--- src/rtl/imem_boot_loader_if.sv ---
// Byte-stream input and BRAM write-port bundle for the instruction memory boot loader.
// The slave modport is the loader side; the master modport is the byte source / memory model side.
interface imem_boot_loader_if #(
   parameter int DATA_WIDTH = 32
);
   logic                  s_valid;
   logic [7:0]            s_data;
   logic                  s_ready;
   logic [DATA_WIDTH-1:0] i_w_addr;
   logic [DATA_WIDTH-1:0] i_w_dat;
   logic                  i_w_enb;
   logic [3:0]            i_w_byte_enb;

   modport slave (
      input  s_valid, s_data,
      output s_ready, i_w_addr, i_w_dat, i_w_enb, i_w_byte_enb
   );

   modport master (
      output s_valid, s_data,
      input  s_ready, i_w_addr, i_w_dat, i_w_enb, i_w_byte_enb
   );
endinterface

--- src/rtl/imem_boot_loader.sv ---
// Boot loader: packs a little-endian byte stream (word count, then payload) into instruction BRAM
// writes while holding the core stalled. Optional trailing checksum: define IMEM_BOOT_LOADER_CHECKSUM_EN.
module imem_boot_loader #(
   parameter int DATA_WIDTH = 32,
   parameter int MEM_WORDS  = 1024
) (
   input  logic                clk,
   input  logic                rst,
   input  logic                start,
   imem_boot_loader_if.slave   bus,
   output logic                i_r_enb,
   output logic                core_stall,
   output logic                done,
   output logic                error
);
   localparam logic [DATA_WIDTH-1:0] MEM_WORDS_W = DATA_WIDTH'(MEM_WORDS);
   localparam logic [DATA_WIDTH-1:0] ONE_W       = DATA_WIDTH'(1);
   localparam logic [DATA_WIDTH-1:0] ZERO_W      = DATA_WIDTH'(0);

   typedef enum logic [2:0] {
      ST_IDLE  = 3'd0,
      ST_LEN   = 3'd1,
      ST_DATA  = 3'd2,
      ST_WRITE = 3'd3,
      ST_DONE  = 3'd4,
      ST_ERR   = 3'd5
`ifdef IMEM_BOOT_LOADER_CHECKSUM_EN
      ,ST_CSUM = 3'd6
`endif
   } state_t;

   state_t                state_q;
   logic [1:0]            byte_cnt_q;
   logic [DATA_WIDTH-9:0] shift_q;
   logic [DATA_WIDTH-1:0] len_q;
   logic [DATA_WIDTH-1:0] word_idx_q;
   logic                  s_ready_q;
   logic                  w_enb_q;
   logic [3:0]            w_be_q;
   logic [DATA_WIDTH-1:0] w_addr_q;
   logic [DATA_WIDTH-1:0] w_dat_q;
   logic                  r_enb_q;
   logic                  stall_q;
   logic                  done_q;
   logic                  err_q;
`ifdef IMEM_BOOT_LOADER_CHECKSUM_EN
   logic [DATA_WIDTH-1:0] csum_q;
`endif

   logic                  fire_d;
   logic                  last_byte_d;
   logic [DATA_WIDTH-1:0] word_d;
   logic [DATA_WIDTH-1:0] word_idx_inc_d;

   // Handshake and assembled-word helpers; the 4th byte completes word_d in the same cycle it arrives.
   always_comb begin
      fire_d         = bus.s_valid & s_ready_q;
      last_byte_d    = (byte_cnt_q == 2'd3);
      word_d         = {bus.s_data, shift_q};
      word_idx_inc_d = word_idx_q + ONE_W;
   end

   // Loader FSM with all outputs registered.
   always_ff @(posedge clk) begin
      if (rst) begin
         state_q    <= ST_IDLE;
         byte_cnt_q <= 2'd0;
         shift_q    <= '0;
         len_q      <= ZERO_W;
         word_idx_q <= ZERO_W;
         s_ready_q  <= 1'b0;
         w_enb_q    <= 1'b0;
         w_be_q     <= 4'b0000;
         w_addr_q   <= ZERO_W;
         w_dat_q    <= ZERO_W;
         r_enb_q    <= 1'b0;
         stall_q    <= 1'b1;
         done_q     <= 1'b0;
         err_q      <= 1'b0;
`ifdef IMEM_BOOT_LOADER_CHECKSUM_EN
         csum_q     <= ZERO_W;
`endif
      end else begin
         w_enb_q <= 1'b0;
         w_be_q  <= 4'b0000;
         if (fire_d) begin
            shift_q    <= word_d[DATA_WIDTH-1:8];
            byte_cnt_q <= byte_cnt_q + 2'd1;
         end
         case (state_q)
            ST_IDLE, ST_DONE, ST_ERR: begin
               if (start) begin
                  state_q    <= ST_LEN;
                  s_ready_q  <= 1'b1;
                  stall_q    <= 1'b1;
                  r_enb_q    <= 1'b0;
                  done_q     <= 1'b0;
                  err_q      <= 1'b0;
                  word_idx_q <= ZERO_W;
                  byte_cnt_q <= 2'd0;
`ifdef IMEM_BOOT_LOADER_CHECKSUM_EN
                  csum_q     <= ZERO_W;
`endif
               end
            end
            ST_LEN: begin
               if (fire_d && last_byte_d) begin
                  len_q <= word_d;
                  if (word_d > MEM_WORDS_W) begin
                     state_q   <= ST_ERR;
                     s_ready_q <= 1'b0;
                     err_q     <= 1'b1;
                  end else if (word_d == ZERO_W) begin
`ifdef IMEM_BOOT_LOADER_CHECKSUM_EN
                     state_q   <= ST_CSUM;
`else
                     state_q   <= ST_DONE;
                     s_ready_q <= 1'b0;
                     stall_q   <= 1'b0;
                     r_enb_q   <= 1'b1;
                     done_q    <= 1'b1;
`endif
                  end else begin
                     state_q <= ST_DATA;
                  end
               end
            end
            ST_DATA: begin
               if (fire_d && last_byte_d) begin
                  state_q   <= ST_WRITE;
                  s_ready_q <= 1'b0;
                  w_enb_q   <= 1'b1;
                  w_be_q    <= 4'b1111;
                  w_addr_q  <= {word_idx_q[DATA_WIDTH-3:0], 2'b00};
                  w_dat_q   <= word_d;
               end
            end
            ST_WRITE: begin
               word_idx_q <= word_idx_inc_d;
`ifdef IMEM_BOOT_LOADER_CHECKSUM_EN
               csum_q     <= csum_q + w_dat_q;
`endif
               if (word_idx_inc_d == len_q) begin
`ifdef IMEM_BOOT_LOADER_CHECKSUM_EN
                  state_q   <= ST_CSUM;
                  s_ready_q <= 1'b1;
`else
                  state_q   <= ST_DONE;
                  s_ready_q <= 1'b0;
                  stall_q   <= 1'b0;
                  r_enb_q   <= 1'b1;
                  done_q    <= 1'b1;
`endif
               end else begin
                  state_q   <= ST_DATA;
                  s_ready_q <= 1'b1;
               end
            end
`ifdef IMEM_BOOT_LOADER_CHECKSUM_EN
            ST_CSUM: begin
               if (fire_d && last_byte_d) begin
                  s_ready_q <= 1'b0;
                  if (word_d == csum_q) begin
                     state_q <= ST_DONE;
                     stall_q <= 1'b0;
                     r_enb_q <= 1'b1;
                     done_q  <= 1'b1;
                  end else begin
                     state_q <= ST_ERR;
                     err_q   <= 1'b1;
                  end
               end
            end
`endif
            default: begin
               state_q   <= ST_IDLE;
               s_ready_q <= 1'b0;
               stall_q   <= 1'b1;
               r_enb_q   <= 1'b0;
            end
         endcase
      end
   end

   assign bus.s_ready      = s_ready_q;
   assign bus.i_w_enb      = w_enb_q;
   assign bus.i_w_byte_enb = w_be_q;
   assign bus.i_w_addr     = w_addr_q;
   assign bus.i_w_dat      = w_dat_q;
   assign i_r_enb          = r_enb_q;
   assign core_stall       = stall_q;
   assign done             = done_q;
   assign error            = err_q;
endmodule

--- src/flat_wrapper.sv ---
// flat-port wrapper written by rule: the top's interface ports become plain ports
module imem_boot_loader_flat 
#(
   parameter int DATA_WIDTH = 32,
   parameter int MEM_WORDS  = 1024
)
  (clk, rst, start, i_r_enb, core_stall, done, error, bus_s_valid, bus_s_data, bus_s_ready, bus_i_w_addr, bus_i_w_dat, bus_i_w_enb, bus_i_w_byte_enb);
  imem_boot_loader_if #(.DATA_WIDTH(DATA_WIDTH)) bus_i ();
  input  logic clk;
  input  logic rst;
  input  logic start;
  output logic i_r_enb;
  output logic core_stall;
  output logic done;
  output logic error;
  input wire logic [$bits(bus_i.s_valid)-1:0] bus_s_valid;
  input wire logic [$bits(bus_i.s_data)-1:0] bus_s_data;
  output wire logic [$bits(bus_i.s_ready)-1:0] bus_s_ready;
  output wire logic [$bits(bus_i.i_w_addr)-1:0] bus_i_w_addr;
  output wire logic [$bits(bus_i.i_w_dat)-1:0] bus_i_w_dat;
  output wire logic [$bits(bus_i.i_w_enb)-1:0] bus_i_w_enb;
  output wire logic [$bits(bus_i.i_w_byte_enb)-1:0] bus_i_w_byte_enb;
  assign bus_i.s_valid = bus_s_valid;
  assign bus_i.s_data = bus_s_data;
  assign bus_s_ready = bus_i.s_ready;
  assign bus_i_w_addr = bus_i.i_w_addr;
  assign bus_i_w_dat = bus_i.i_w_dat;
  assign bus_i_w_enb = bus_i.i_w_enb;
  assign bus_i_w_byte_enb = bus_i.i_w_byte_enb;
  imem_boot_loader #(.DATA_WIDTH(DATA_WIDTH), .MEM_WORDS(MEM_WORDS)) u_core (.clk(clk), .rst(rst), .start(start), .bus(bus_i), .i_r_enb(i_r_enb), .core_stall(core_stall), .done(done), .error(error));
endmodule
--- config.mk ---
export PLATFORM = sky130hd
export DESIGN_NAME = imem_boot_loader_flat
export DESIGN_NICKNAME = d
export VERILOG_FILES = /design/src/rtl/imem_boot_loader_if.sv /design/src/rtl/imem_boot_loader.sv /design/src/flat_wrapper.sv
export SDC_FILE = /design/constraint.sdc
export NUM_CORES = 1
export LEC_CHECK = 0
export CAP_MARGIN = 40
export CORE_MARGIN = 1.5
export CORE_UTILIZATION = 50
export CTS_BUF_LIST = sky130_fd_sc_hd__clkbuf_8
export CTS_CLUSTER_SIZE = 8
export DETAILED_ROUTE_END_ITERATION = 8
export MAX_ROUTING_LAYER = met4
export PLACE_DENSITY = 0.84
export SYNTH_ARGS = -nofsm -noshare
export SYNTH_HDL_FRONTEND = slang
export SYNTH_SLANG_ARGS = --single-unit
--- constraint.sdc ---
create_clock -name clk -period 2.8 [get_ports clk]
set_input_delay 0.28 -clock clk [delete_from_list [all_inputs] [get_ports clk]]
set_output_delay 0.28 -clock clk [all_outputs]
set_load 0.02 [all_outputs]
Yosys cells after proc, flatten, opt, wreduce, memory -nomap -nowiden
Index checks and enable logic that the tools add are counted.
- bits in registers: 165
- latch bits: 0
- bits in writable memories: 0
- ROM bits: 0
- input bits: 12
- output and inout bits: 74
- word-level logic and storage cells: 85
- memories: 0
- add/sub/neg operators: 2
- multiply operators: 0
- divide/modulo/power cells: 0
- order comparisons: 1
- equality and inequality tests: 15
- shift operators: 0
- multiplexer cells: 35
- bitwise gates (word level): 2
- reduce and logical (&&, ||, !) cells: 16
- operators with widths (operator ; number):
    32-bit one-hot mux with 2 select lines ; 1
    32-bit by 1-bit adder with 32-bit output, second input constant ; 1
    32-bit == test ; 1
    32-bit by 11-bit greater-than comparator with 1-bit output, second input constant ; 1
    32-bit zero test ; 1
    32-bit two-way mux ; 1
    3-bit two-way mux ; 6
    1-bit two-way mux ; 17
    1-bit one-hot mux with 4 select lines ; 3
    3-bit one-hot mux with 4 select lines ; 1
    6-bit AND reduction ; 2
    2-bit by 1-bit inequality test with 1-bit output, second input constant ; 5
    4-bit AND reduction ; 2
    3-bit by 2-bit == test with 1-bit output, second input constant ; 2
    3-bit == test, second input constant ; 2
    2-bit two-way mux ; 3
    2-bit AND reduction ; 3
    4-bit two-way mux ; 1
    2-bit inequality test, second input constant ; 2
    2-bit nonzero test ; 2
    3-bit by 1-bit == test with 1-bit output, second input constant ; 1
    3-bit zero test ; 1
    3-bit by 1-bit inequality test with 1-bit output, second input constant ; 1
    1-bit one-hot mux with 3 select lines ; 1
    other kinds (10) ; 10

Depth between registers and ports, before layout
Gate-level depths: netlist of run 1.
- word-level depth: 5
- gate-level depth with buffers: 11
- mapped depth without buffers: 9

Worst setup path after synthesis of run 1
Ideal clock, no wire load.
- path kind: reg-to-reg
- start: register u_core.word_idx_q[0]
- end: register u_core.r_enb_q, in the netlist u_core.i_r_enb
- library setup time: 0.134 ns
- data arrival time: 2.960 ns
- required time: 2.666 ns
- path slack: -0.294 ns
- cell stages (with the launch flop): 10
- buffers on the path: 0
- period minus slack after synthesis: 3.094 ns
- cell sequence: dfxtp_1 ha_1 nand3_2 or4_1 or3_1 a22o_1 a2111oi_4 nand4_2 nor4bb_1 or4_1
- longest elaborated chain between the ends: 4
- ends and longest elaborated chain (what ; line ; RTL):
    from (decl) ; imem_boot_loader.sv:36 ; logic [DATA_WIDTH-1:0] word_idx_q;
    from (signal assigned) ; imem_boot_loader.sv:139 ; word_idx_q <= word_idx_inc_d;
    32-bit by 1-bit adder with 32-bit output ; imem_boot_loader.sv:60 ; word_idx_inc_d = word_idx_q + ONE_W;
    32-bit == test ; imem_boot_loader.sv:143 ; if (word_idx_inc_d == len_q) begin
    2-bit by 1-bit inequality test with 1-bit output (no line) ; n/a ;
    6-bit AND reduction (no line) ; n/a ;
    to (signal assigned) ; imem_boot_loader.sv:76 ; r_enb_q <= 1'b0;
    to (signal assigned) ; imem_boot_loader.sv:96 ; r_enb_q <= 1'b0;
    to (signal assigned) ; imem_boot_loader.sv:151 ; r_enb_q <= 1'b1;
    to (decl) ; imem_boot_loader.sv:42 ; logic r_enb_q;
No other way between the ends.
A chain may end at the register's enable or synchronous reset.

Final worst setup path of run 1
- start: register u_core.word_idx_q[19]
- end: register u_core.r_enb_q, in the netlist u_core.i_r_enb
Same word-level chain as after synthesis.

==> run summary, run 1 <==
Setup ws final: -68.9 ps
Crit end category: flip-flop
Asr flop ratio synth: 0%
Row count: 44
Most frequent cells in the layout: nand2_1, a21oi_1, dfxtp_1
DIE AREA: 15700 sq um
Library cells used by synthesis: 58
First-pass GRT wire length: 33200 um
Gr ovfl total: 0
Post-Syn Area: 7500 sq um
Avg WL per Cell: 15.5 um
Peak supply drop: 0.000450 V
First DRT Iteration DRCs: 685
Post-CTS Hold Fix Bufs: 0
Worst-path fanout max: 10
Clock Tree Root: clkbuf_8
Post-synthesis cell count: 995
Crit Reg-Reg Startpoint: u_core.word_idx_q[19]
Fmax: 349 MHz
CTS max path bufs: 2
IO buf count: 83
Hold Path Depth: 2
Total track usage: 26.6%
Clk Latency, worst-skew pair: 470 ps
Crit share post-route: 102%
Post-synth EDFFs: 0
RePlAce Congestion: 0.985
Hpwl dp: 13800 um
FF+latch count, synth: 161
Worst R2R End: u_core.i_r_enb
Final setup viols: 3
Post-synth top flop: dfxtp_1
Worst-Margin Slew: 810 ps
Layout cell share with drive strength beyond 1: 16.3%
Worst Setup Path Type: reg2reg
Max Cap Viol: 0
Area delta synth->final: 27.8%
H-tree depth: 4
Die H: 125 um
Cells after DPL: 1274
HP Start: rst
Via count: 7388
Drt drc: 0
Core Util, Final: 65.7%
R2R depth: 9
Req. time, crit path: 3150 ps
Pre-antenna DRT Iters: 5
Routed wire length: 20300 um
Max-slew headroom: 45.9%
Failing checks: setup timing
Commonest non-fill, non-tap cell in the layout: nand2_1
DRT antenna net count: 0
Post-synthesis average cell area: 7.53 sq um
Power consumption: 4.44 mW
CTS Sinks: 161
Final hold violation count: 0
Yosys warns: 0
Seq/Total Area, Yosys: 43.0%
Initial antenna violation count: 0
Boundary pin count: 86
Final Max Slew Viols: 0
Vias in the first global route: 6588
Diode count: 0
Worst setup SP type: flip-flop
Reg-to-reg slack, setup: -70 ps
Core area: 14600 sq um
LEAKAGE: 3.31 nW
CTS buffer count: 17
Clk_skew: 12.1 ps
Final Critical Period: 2870 ps
Largest net degree at the start of global routing: 100
CTS tree: done
Outcome: complete, but fails checks
Clk slew on worst S/H paths: 90 ps
Worst Path Arrival: 3220 ps
Pwr/cell area: 463 nW/um^2
Routed vias/inst: 5.63
Die Wd: 125 um
Initial core utilization: 51.4%
RSZ-0062 raised after global routing: yes
Final net count: 1130
Non-filler instance count after layout: 1313
HP Class: in2reg
WHS Endpoint: u_core.word_idx_q[24]
==> synth_stat cells (3+ instances only) <==
library cell | number | area share (%)
a311oi_1 | 4 | 0.47
and3_1 | 10 | 0.83
nor3b_1 | 3 | 0.30
nor4_1 | 15 | 1.3
a22oi_1 | 4 | 0.40
a2111oi_0 | 3 | 0.35
nand3_1 | 18 | 1.2
o31ai_1 | 3 | 0.30
nor3_1 | 31 | 2.1
or4_1 | 6 | 0.60
and4_1 | 5 | 0.58
xnor2_1 | 27 | 3.2
nor2_1 | 54 | 2.7
xor2_1 | 14 | 1.6
o21ai_0 | 31 | 2.1
a31oi_1 | 4 | 0.33
nand4_1 | 19 | 1.6
buf_4 | 12 | 1.2
a211oi_1 | 4 | 0.40
nand2_1 | 275 | 14
dfxtp_1 | 161 | 43
buf_2 | 11 | 0.73
clkbuf_1 | 58 | 2.9
a21oi_1 | 157 | 10
or3_1 | 10 | 0.83
inv_1 | 6 | 0.30
and2_1 | 6 | 0.50
==> sequential cells by signal, indices dropped and copies added (netlist names) <==
register	cells
u_core.bus.i_w_addr	30
u_core.bus.i_w_byte_enb	1
u_core.bus.i_w_dat	32
u_core.bus.s_ready	1
u_core.byte_cnt_q	2
u_core.core_stall	1
u_core.done	1
u_core.error	1
u_core.i_r_enb	1
u_core.len_q	32
u_core.shift_q	24
u_core.state_q	3
u_core.word_idx_q	32
==> through the flow <==
stage	area, sq um	hold WS (ps)	TNS (ps)	worst slack (ps)
final	9580	333	-148	-68.9
after global routing	9580	351	-685	-205
after CTS	9490	318	-50.9	-50.9
after detailed placement	8960	445	-287	-153
after global placement	8960	442	-130	-66.1
after floorplan	7540	416	-19.3	-19.3
==> metal layers <==
layer	wire length (um)	global-route usage, %	part of all wire (%)	vias to the layer above
met5	0	-	0	-
li1	-	-	-	3656
met3	1340	5.05	6.6	25
met2	9310	40.3	46	268
met4	277	6.82	1.4	0
met1	9410	36.7	46	3439
==> cells by family (layout without fill, tap and decap cells) <==
group,Yosys count,in the layout,synth area share [%]
fa+ha+maj,2,2,0.334
flops,161,161,43.0
simple gates,468,468,28.4
compound gates,232,232,17.9
buf+inv,89,222,5.24
other cells,1,2,0.0500
xor+xnor,42,42,5.09
==> power breakdown <==
group	leakage (nW)	internal, mW	switching, mW
logic	1.78	0.0600	0.114
registers	1.30	2.30	0.0127
clock network	0.227	0.999	0.954
total	3.31	3.36	1.08
==> critical path, cell delays in order (launching register included) <==
cell and delay [ps]:
dfxtp_1 350, buf_4 190, nand4_1 190, nor2_2 200, nand4_2 140, a221o_1 410
a2111oi_4 380, nand4_2 200, nor4bb_2 210, or4_1 480
==> timing repair <==
item / in CTS / in global routing
cloned: 0 / 0
setup buffers: 4 / 3
resized for setup: 16 / 22
pin swaps: 8 / 8
endpoints found under the setup margin: 3 / 5
==> cell type report <==
cell class	count	area (sq um)
Clock buffer	17	234
Clock inverter	15	221
Fill cell	1214	5010
Inverter	6	22.5
Multi-Input combinational cell	746	4020
Sequential cell	161	3240
Tap cell	184	230
Timing Repair Buffer	184	1620
==> worst max path at each step <==
stage / from / to / slack, ps / cells past startpoint
floorplan: u_core.word_idx_q[12] / u_core.i_r_enb / -20 / 9
global placement: u_core.word_idx_q[1] / u_core.i_r_enb / -70 / 11
detailed placement: u_core.word_idx_q[7] / u_core.i_r_enb / -150 / 8
CTS: u_core.word_idx_q[0] / u_core.i_r_enb / -50 / 10
global route: u_core.word_idx_q[19] / u_core.done / -210 / 11
finish: u_core.word_idx_q[19] / u_core.i_r_enb / -70 / 9
Note: power is estimated with default switching activity, not from simulation.
==> run 2: changes to the inputs <==
Settings changed: CORE_MARGIN 1.5 to 4.
==> run 2 against run 1 <==
- the flow now finishes without violations
- total power fell by 7.5%
- register-to-register slack improved by 80 ps
- clock skew rose by 8.3 ps
- cell area fell by 0.97%
- sequential share of layout area rose by 0.37 points
- sequential power barely moved
- worst setup slack improved by 75 ps
- combinational power barely moved
- routed wire length rose by 2.5%
- core utilization fell by 0.63 points
- first-iteration DRC count rose by 10%
- critical path type unchanged
- critical endpoint unchanged
==> run summary, run 2 (synthesized netlist as in run 1, its figures left out) <==
Layout cell share with drive strength beyond 1: 16.1%
Routed vias/inst: 5.73
Avg WL per Cell: 16.0 um
Switch share: 26.3%
CTS buffer count: 17
Reg power frac: 56.3%
Hold Path Depth: 2
Pint: 3.02 mW
Initial core utilization: 51.4%
RSZ-0062 raised after global routing: yes
Worst setup SP type: flip-flop
DIE AREA: 17000 sq um
Commonest non-fill, non-tap cell in the layout: nand2_1
Die H: 130 um
DRT antenna net count: 0
Outcome: finished, final reports clean
Pre-antenna DRT Iters: 6
Die Wd: 130 um
H-tree depth: 4
Initial antenna violation count: 0
Total track usage: 25.6%
Setup TNS: 0 ps
Max-slew headroom: 43.9%
Clk slew on worst S/H paths: 100 ps
First-pass GRT wire length: 34100 um
Routed wire length: 20900 um
Area delta synth->final: 26.6%
Max Cap Viol: 0
Fmax: 358 MHz
Reg-to-reg slack, setup: 6 ps
R2R depth: 9
Worst Setup Path Type: reg2reg
Req. time, crit path: 3150 ps
Final hold violation count: 0
Clock power frac: 39.5%
Clk Latency, worst-skew pair: 480 ps
Critical path origin: u_core.word_idx_q[0]
Vias in the first global route: 6940
Comb power frac: 4.2%
Boundary pin count: 86
Worst-Margin Slew: 839 ps
Row count: 44
Crit end category: flip-flop
Largest net degree at the start of global routing: 93
HP Start: rst
IO buf count: 83
Crit share post-route: 99.8%
Clk_skew: 20.4 ps
CTS Sinks: 161
Final hold slack: 226 ps
Post-CTS Hold Fix Bufs: 0
CTS max path bufs: 2
Area post-placement: 8920 sq um
Drt drc: 0
Worst R2R End: u_core.i_r_enb
Most frequent cells in the layout: nand2_1, a21oi_1, dfxtp_1
Net switching power: 1.08 mW
RePlAce Congestion: 0.971
Hpwl dp: 14000 um
Core area: 14600 sq um
Pwr/cell area: 433 nW/um^2
Worst Path Arrival: 3140 ps
Clock Tree Root: clkbuf_8
Diode count: 0
Final net count: 1123
LEAKAGE: 3.27 nW
Crit Reg-Reg Startpoint: u_core.word_idx_q[0]
CTS tree: done
Final Max Slew Viols: 0
Worst-path fanout max: 4
WHS Endpoint: u_core.len_q[26]
HP Class: in2reg
Final setup viols: 0
First DRT Iteration DRCs: 756
Via count: 7479
Final Critical Period: 2790 ps
Peak supply drop: 0.000382 V
Gr ovfl total: 0
Final instance area: 9490 sq um
[run 2: per-layer routing]
layer	wire length (um)	GRT usage (%)	part of all wire, %
met5	0	-	0
met4	515	8.89	2.5
met3	1680	5.53	8.0
met2	9400	38.4	45
met1	9260	34.5	44
[run 2: cell type report]
class | count | area (sq um)
clock buffer | 18 | 248
sequential | 161 | 3250
tap | 184 | 230
timing repair buffer | 177 | 1570
clock inverter | 14 | 123
multi-input combinational | 746 | 4050
inverter | 6 | 22.5
fill | 1219 | 5100
[run 2: worst max path at each step]
stage,slack (ps),to,cells after the start
after floorplan,-20,u_core.i_r_enb,9
after global placement,-70,u_core.core_stall,10
after detailed placement,-170,u_core.core_stall,10
after CTS,2,u_core.i_r_enb,9
after global routing,-140,u_core.i_r_enb,9
final,6,u_core.i_r_enb,9
[run 2: power by group through the flow]
stage                     combinational (mW)  sequential, mW  clock [mW]
after global routing                   0.188            2.31        1.75
after CTS                              0.168            2.31        1.64
after global placement                 0.165            2.36           0
after detailed placement               0.166            2.36           0
final                                  0.174            2.31        1.62
after floorplan                       0.0963            2.36           0
[run 2: through the flow]
step	std cells	total power, mW	setup WS (ps)	utilization [%]
2_1_floorplan	996	2.46	-19.3	-
4_1_cts	1302	4.12	1.87	64.1
3_5_place_dp	1269	2.53	-171	61.2
5_1_grt	1306	4.25	-141	65.0
3_3_place_gp	1269	2.53	-73.1	61.2
6_report	1306	4.10	6.24	65.0
[run 2: worst max-delay path, cell delays in order, from the launching register on]
cell       delay [ps]
dfxtp_4           370
ha_4              160
and3_4            210
nand4_1           230
o31ai_1           280
o211ai_1          180
a2111oi_4         390
nand4_2           180
nor4bb_4          190
or4_1             470
[run 2: what timing repair did]
item	4_1_cts	5_1_grt
setup buffers	2	4
hold endpoints to repair	0	0
gates resized for setup	17	27
pin swaps	9	13
endpoints found under the setup margin	3	6
==> run 3: changes to the inputs <==
Settings changed: CORE_MARGIN 4 to 5.
==> run 3 against run 2 <==
- the flow now finishes with violations (setup timing)
- routed wire length down 1.6%
- via count up 0.24%
- worst setup slack worse by 68 ps
- core utilization down 0.91 points
- worst hold slack better by 90 ps
- final cell count up 0.31%
- total power down 1.1%
- sequential share of layout area up 0.21 points
- non-clock buffer count up 4
- combinational power about the same
- highest routed layer unchanged
==> run summary, run 3 (synthesized netlist as in run 1, its figures left out) <==
Outcome: complete, but fails checks
Failing checks: setup timing
Final Critical Period: 2860 ps
Worst-path fanout max: 4
Initial core utilization: 51.2%
Vias in the first global route: 6647
Pwr/cell area: 432 nW/um^2
Setup TNS: -128 ps
Worst Path Arrival: 3210 ps
Final net count: 1127
Drt drc: 0
Non-filler instance count after layout: 1310
Final instance area: 9390 sq um
CTS buffer count: 17
Final setup viols: 3
Cells after DPL: 1277
Diode count: 0
CTS max path bufs: 2
CTS tree: done
Commonest non-fill, non-tap cell in the layout: nand2_1
Setup ws final: -62.1 ps
CTS Sinks: 161
Setup WS pre-CTS: -157 ps
Area post-placement: 8970 sq um
Final Max Slew Viols: 0
Gr ovfl total: 0
Max-slew headroom: 45.6%
RSZ-0062 raised after global routing: yes
Core area: 14600 sq um
Worst setup SP type: flip-flop
Crit share post-route: 102%
Die Wd: 132 um
IO buf count: 83
Pre-antenna DRT Iters: 6
Via count: 7497
Boundary pin count: 86
Crit end category: flip-flop
Avg WL per Cell: 15.7 um
DRT antenna net count: 0
Row count: 44
Total track usage: 23.5%
Clk Latency, worst-skew pair: 470 ps
Area delta synth->final: 25.3%
Initial antenna violation count: 0
First-pass GRT wire length: 33300 um
Req. time, crit path: 3150 ps
HP Class: in2reg
Fmax: 349 MHz
Power consumption: 4.06 mW
Max Cap Viol: 0
RePlAce Congestion: 0.958
Die H: 132 um
Worst-Margin Slew: 813 ps
DIE AREA: 17500 sq um
Peak supply drop: 0.000456 V
Routed wire length: 20500 um
Most frequent cells in the layout: nand2_1, dfxtp_1, a21oi_1
Routed vias/inst: 5.72
Clock Tree Root: clkbuf_8
Layout cell share with drive strength beyond 1: 14.5%
LEAKAGE: 3.24 nW
First DRT Iteration DRCs: 630
Hpwl dp: 14200 um
Worst Setup Path Type: reg2reg
Final hold violation count: 0
Largest net degree at the start of global routing: 64
Clk slew on worst S/H paths: 90 ps
Clk_skew: 15.6 ps
H-tree depth: 4
run 3: area by class of cell:
cell class                      instances  area [sq um]
Clock inverter                         14           108
Sequential cell                       161          3230
Tap cell                              184           230
Inverter                                6          22.5
Timing Repair Buffer                  181          1580
Clock buffer                           18           248
Fill cell                            1280          5250
Multi-Input combinational cell        746          3980
run 3: path summary, 6_finish.rpt:
kind	startpoint	end	slack, ps	cells after the start
min reg2reg	u_core.bus.i_w_addr[7]	u_core.bus.i_w_addr[7]	450	2
max reg2reg	u_core.word_idx_q[0]	u_core.i_r_enb	-60	9
min	rst	u_core.word_idx_q[30]	320	2
max	u_core.word_idx_q[0]	u_core.i_r_enb	-60	9
run 3: per-layer routing:
layer	vias up	track usage (%)	wire length, um
met4	0	7.10	336
met3	39	4.44	1400
met5	-	-	0
li1	3655	-	-
met2	303	35.9	9440
met1	3500	31.8	9340
run 3: power by group:
group	internal [mW]	switching, mW	total (mW)
clock network	0.649	0.929	1.58
registers	2.30	0.0128	2.31
logic	0.0579	0.114	0.172
run 3: stage by stage:
step | utilization [%] | hold slack, ps
2_1_floorplan | - | 416
3_3_place_gp | 61.3 | 441
3_5_place_dp | 61.3 | 446
4_1_cts | 63.9 | 289
5_1_grt | 64.1 | 322
6_report | 64.1 | 316
run 3: critical path, stage by stage (launching register included):
cell and delay [ps]:
dfxtp_4 370, ha_4 150, nand3_4 70, or4_4 430, or3_1 350, a22o_1 230, a2111oi_4 320, nand4_2 240
nor4bb_1 190, or4_1 410
run 3: what timing repair did:
action | in CTS | in global routing
hold buffers | 0 | 0
setup endpoints to repair | 3 | 6
gates resized for setup | 8 | 10
setup buffers | 1 | 0
pin swaps | 2 | 7
==> RTL edit: new RTL, config.mk and constraints of run 3 <==
Build with the macro `IMEM_BOOT_LOADER_CHECKSUM_EN` defined.
--- a/src/rtl/imem_boot_loader.sv
+++ b/src/rtl/imem_boot_loader.sv
@@ -1,4 +1,6 @@
 // Boot loader: packs a little-endian byte stream (word count, then payload) into instruction BRAM
 // writes while holding the core stalled. Optional trailing checksum: define IMEM_BOOT_LOADER_CHECKSUM_EN.
+`define IMEM_BOOT_LOADER_CHECKSUM_EN
+
 module imem_boot_loader #(
    parameter int DATA_WIDTH = 32,
Check against the original RTL: not equivalent (a bounded check fails within 10 cycles, from zero or initial values and one cycle with rst high).
==> RTL edit against run 3 <==
Setup slack better by 0.083 ns; sequential cell count up 32; wire length up 41%; total power up 24%; critical path depth up 2; design area up 30%; largest cell class unchanged; critical endpoint is now u_core.csum_q[30]$_SDFFE_PP0P_; largest power group unchanged; synthesized area up 37%; hold slack worse by 0.023 ns.
==> RTL edit: results (changes against run 3) <==
- Slew at the pin closest to its max-slew limit: 0.8284 ns (+0.01487 ns)
- 1st-pass router iterations: 5 (-1)
- Min-Delay Path Class: in2reg
- Maximum vdd drop: 0.0003153 V (-31%)
- Number of fill cells in the layout: 1,782 (+39%)
- Share of layout cells above drive strength 1: 10.36% (-4.1 points)
- Placed cell count: 1,694 (+33%)
- Synth unique cells: 71 (+22%)
- Clock buffer depth: 2 (unchanged)
- Final net count: 1,490 (+32%)
- Clk pin slew, worst setup/hold paths: 0.10 ns
- Htree depth: 4 (unchanged)
- Worst Skew: 0.01584 ns (+0.0002791 ns)
- Kind of cell adding the most delay to the critical path: compound AO/OA/AOI/OAI gates
- Status: finished clean
- LEAKAGE: 4.479 nW (+38%)
- Post-CTS Hold Fix Bufs: 0 (unchanged)
- Vias in the first global route: 9,260 (+39%)
- Buffers on Ports: 83 (unchanged)
- Synth async-reset ratio: 0% (unchanged)
- Reg2reg path depth: 11 (+2)
- Routed wire length: 28,920 um (+41%)
- DP HPWL: 20,690 um (+46%)
- Initial antenna violation count: 0 (unchanged)
- Place WS: -0.05466 ns (+0.1022 ns)
- Routed via count: 9,982 (+33%)
- Top cells by count, synth: nand2_1, dfxtp_1, a21oi_1, nor2_1
- Largest net degree at the start of global routing: 73 (+14%)
- Min-Delay Path Depth: 2 (unchanged)
- CP arrival: 3.15 ns (-0.06 ns)
- Main area contributors after synthesis: dfxtp_1, nand2_1, a21oi_1
- CP Max Fanout: 3 (-1)
- Root Driver: clkbuf_8
- Global-route wire length before repair: 46,390 um (+39%)
- DR iter-0 viols: 738 (+17%)
- CP max stage cell: o41ai_2
- Worst-skew pair later-pin latency: 0.48 ns
- Number of buffers created by CTS: 17 (unchanged)
- Gpl congestion: 0.9447 (-1.3%)
- Syn_area_per_cell: 7.571 um2 (+0.50%)
- Antenna cells: 0 (unchanged)
- Total Routing Usage GR: 24.47% (+0.97 points)
- Number of vias per cell: 5.780 (+1.0%)
- Syn. warnings: 0 (unchanged)
- Critical path's largest stage delay: 0.41 ns (-0.02 ns)
- Sequential-to-total area share from yosys stat: 37.69% (-5.3 points)
[RTL edit: cell count changes after synthesis, sizes merged, moves of 8 or more]
cell           run 3  this run
a21oi            157       187
dfxtp            161       193
a21o               1        13
inv                6        14
nor3              32        21
o21ai             31        61
xnor2             27        68
ha                 2        33
nor2              54       101
nand2            275       323
xor2              14        30
a22oi              4        18
clkbuf            58        68
[RTL edit: area by class of cell]
type                       count  area share, %
multi-input combinational   1056          49.66
clock inverter                 8          1.014
clock buffer                  24          2.705
inverter                      14         0.4303
sequential                   193          31.69
tap                          270          2.766
timing repair buffer         162          11.74
[RTL edit: report_power, final]
group	switching, W	internal [W]	leakage (nW)	total [W]
clock network	0.000983	0.00105	0.233	0.00203
logic	0.000147	0.0000700	2.69	0.000217
registers	0.0000177	0.00275	1.56	0.00277
[RTL edit: worst paths after layout]
check,end,slack [ns],startpoint
min reg2reg,u_core.error$_SDFFE_PP0P_,0.45,u_core.error$_SDFFE_PP0P_
min,u_core.csum_q[15]$_SDFFE_PP0P_,0.29,rst
max,u_core.csum_q[30]$_SDFFE_PP0P_,0.02,u_core.csum_q[0]$_SDFFE_PP0P_
max reg2reg,u_core.csum_q[30]$_SDFFE_PP0P_,0.02,u_core.csum_q[0]$_SDFFE_PP0P_
[RTL edit: cell families after synthesis]
| logic type | Yosys count | share of synthesized area, % |
|---|---|---|
| buf+inv | 106 | 4.345 |
| mux | 5 | 0.5492 |
| flops | 193 | 37.69 |
| simple gates | 572 | 24.87 |
| xor+xnor | 98 | 8.373 |
| fa+ha+maj | 34 | 4.223 |
| other cells | 1 | 0.03658 |
| compound gates | 345 | 19.91 |
[RTL edit: metal layers]
| metal | share of wire (%) | track usage [%] | vias to the layer above |
|---|---|---|---|
| met3 | 7.2 | 3.986 | 54 |
| li1 | - | - | 4849 |
| met2 | 46 | 38.59 | 407 |
| met1 | 44 | 31.95 | 4672 |
| met4 | 2.3 | 8.655 | 0 |
| met5 | 0 | - | - |
[RTL edit: what timing repair did]
item                       CTS  global route
setup buffers                0             1
gates resized for setup      4            22
setup endpoints to repair    6             9
pin swaps                    0            14
[RTL edit: metrics by stage]
step | total power, W | utilization [%] | cell area (um2)
5_1_grt | 0.005166 | 60.36 | 12210
4_1_cts | 0.005038 | 59.86 | 12110
3_5_place_dp | 0.003047 | 57.52 | 11640
2_1_floorplan | 0.002953 | - | 10250
3_3_place_gp | 0.003045 | 57.52 | 11640
6_report | 0.005019 | 60.36 | 12210
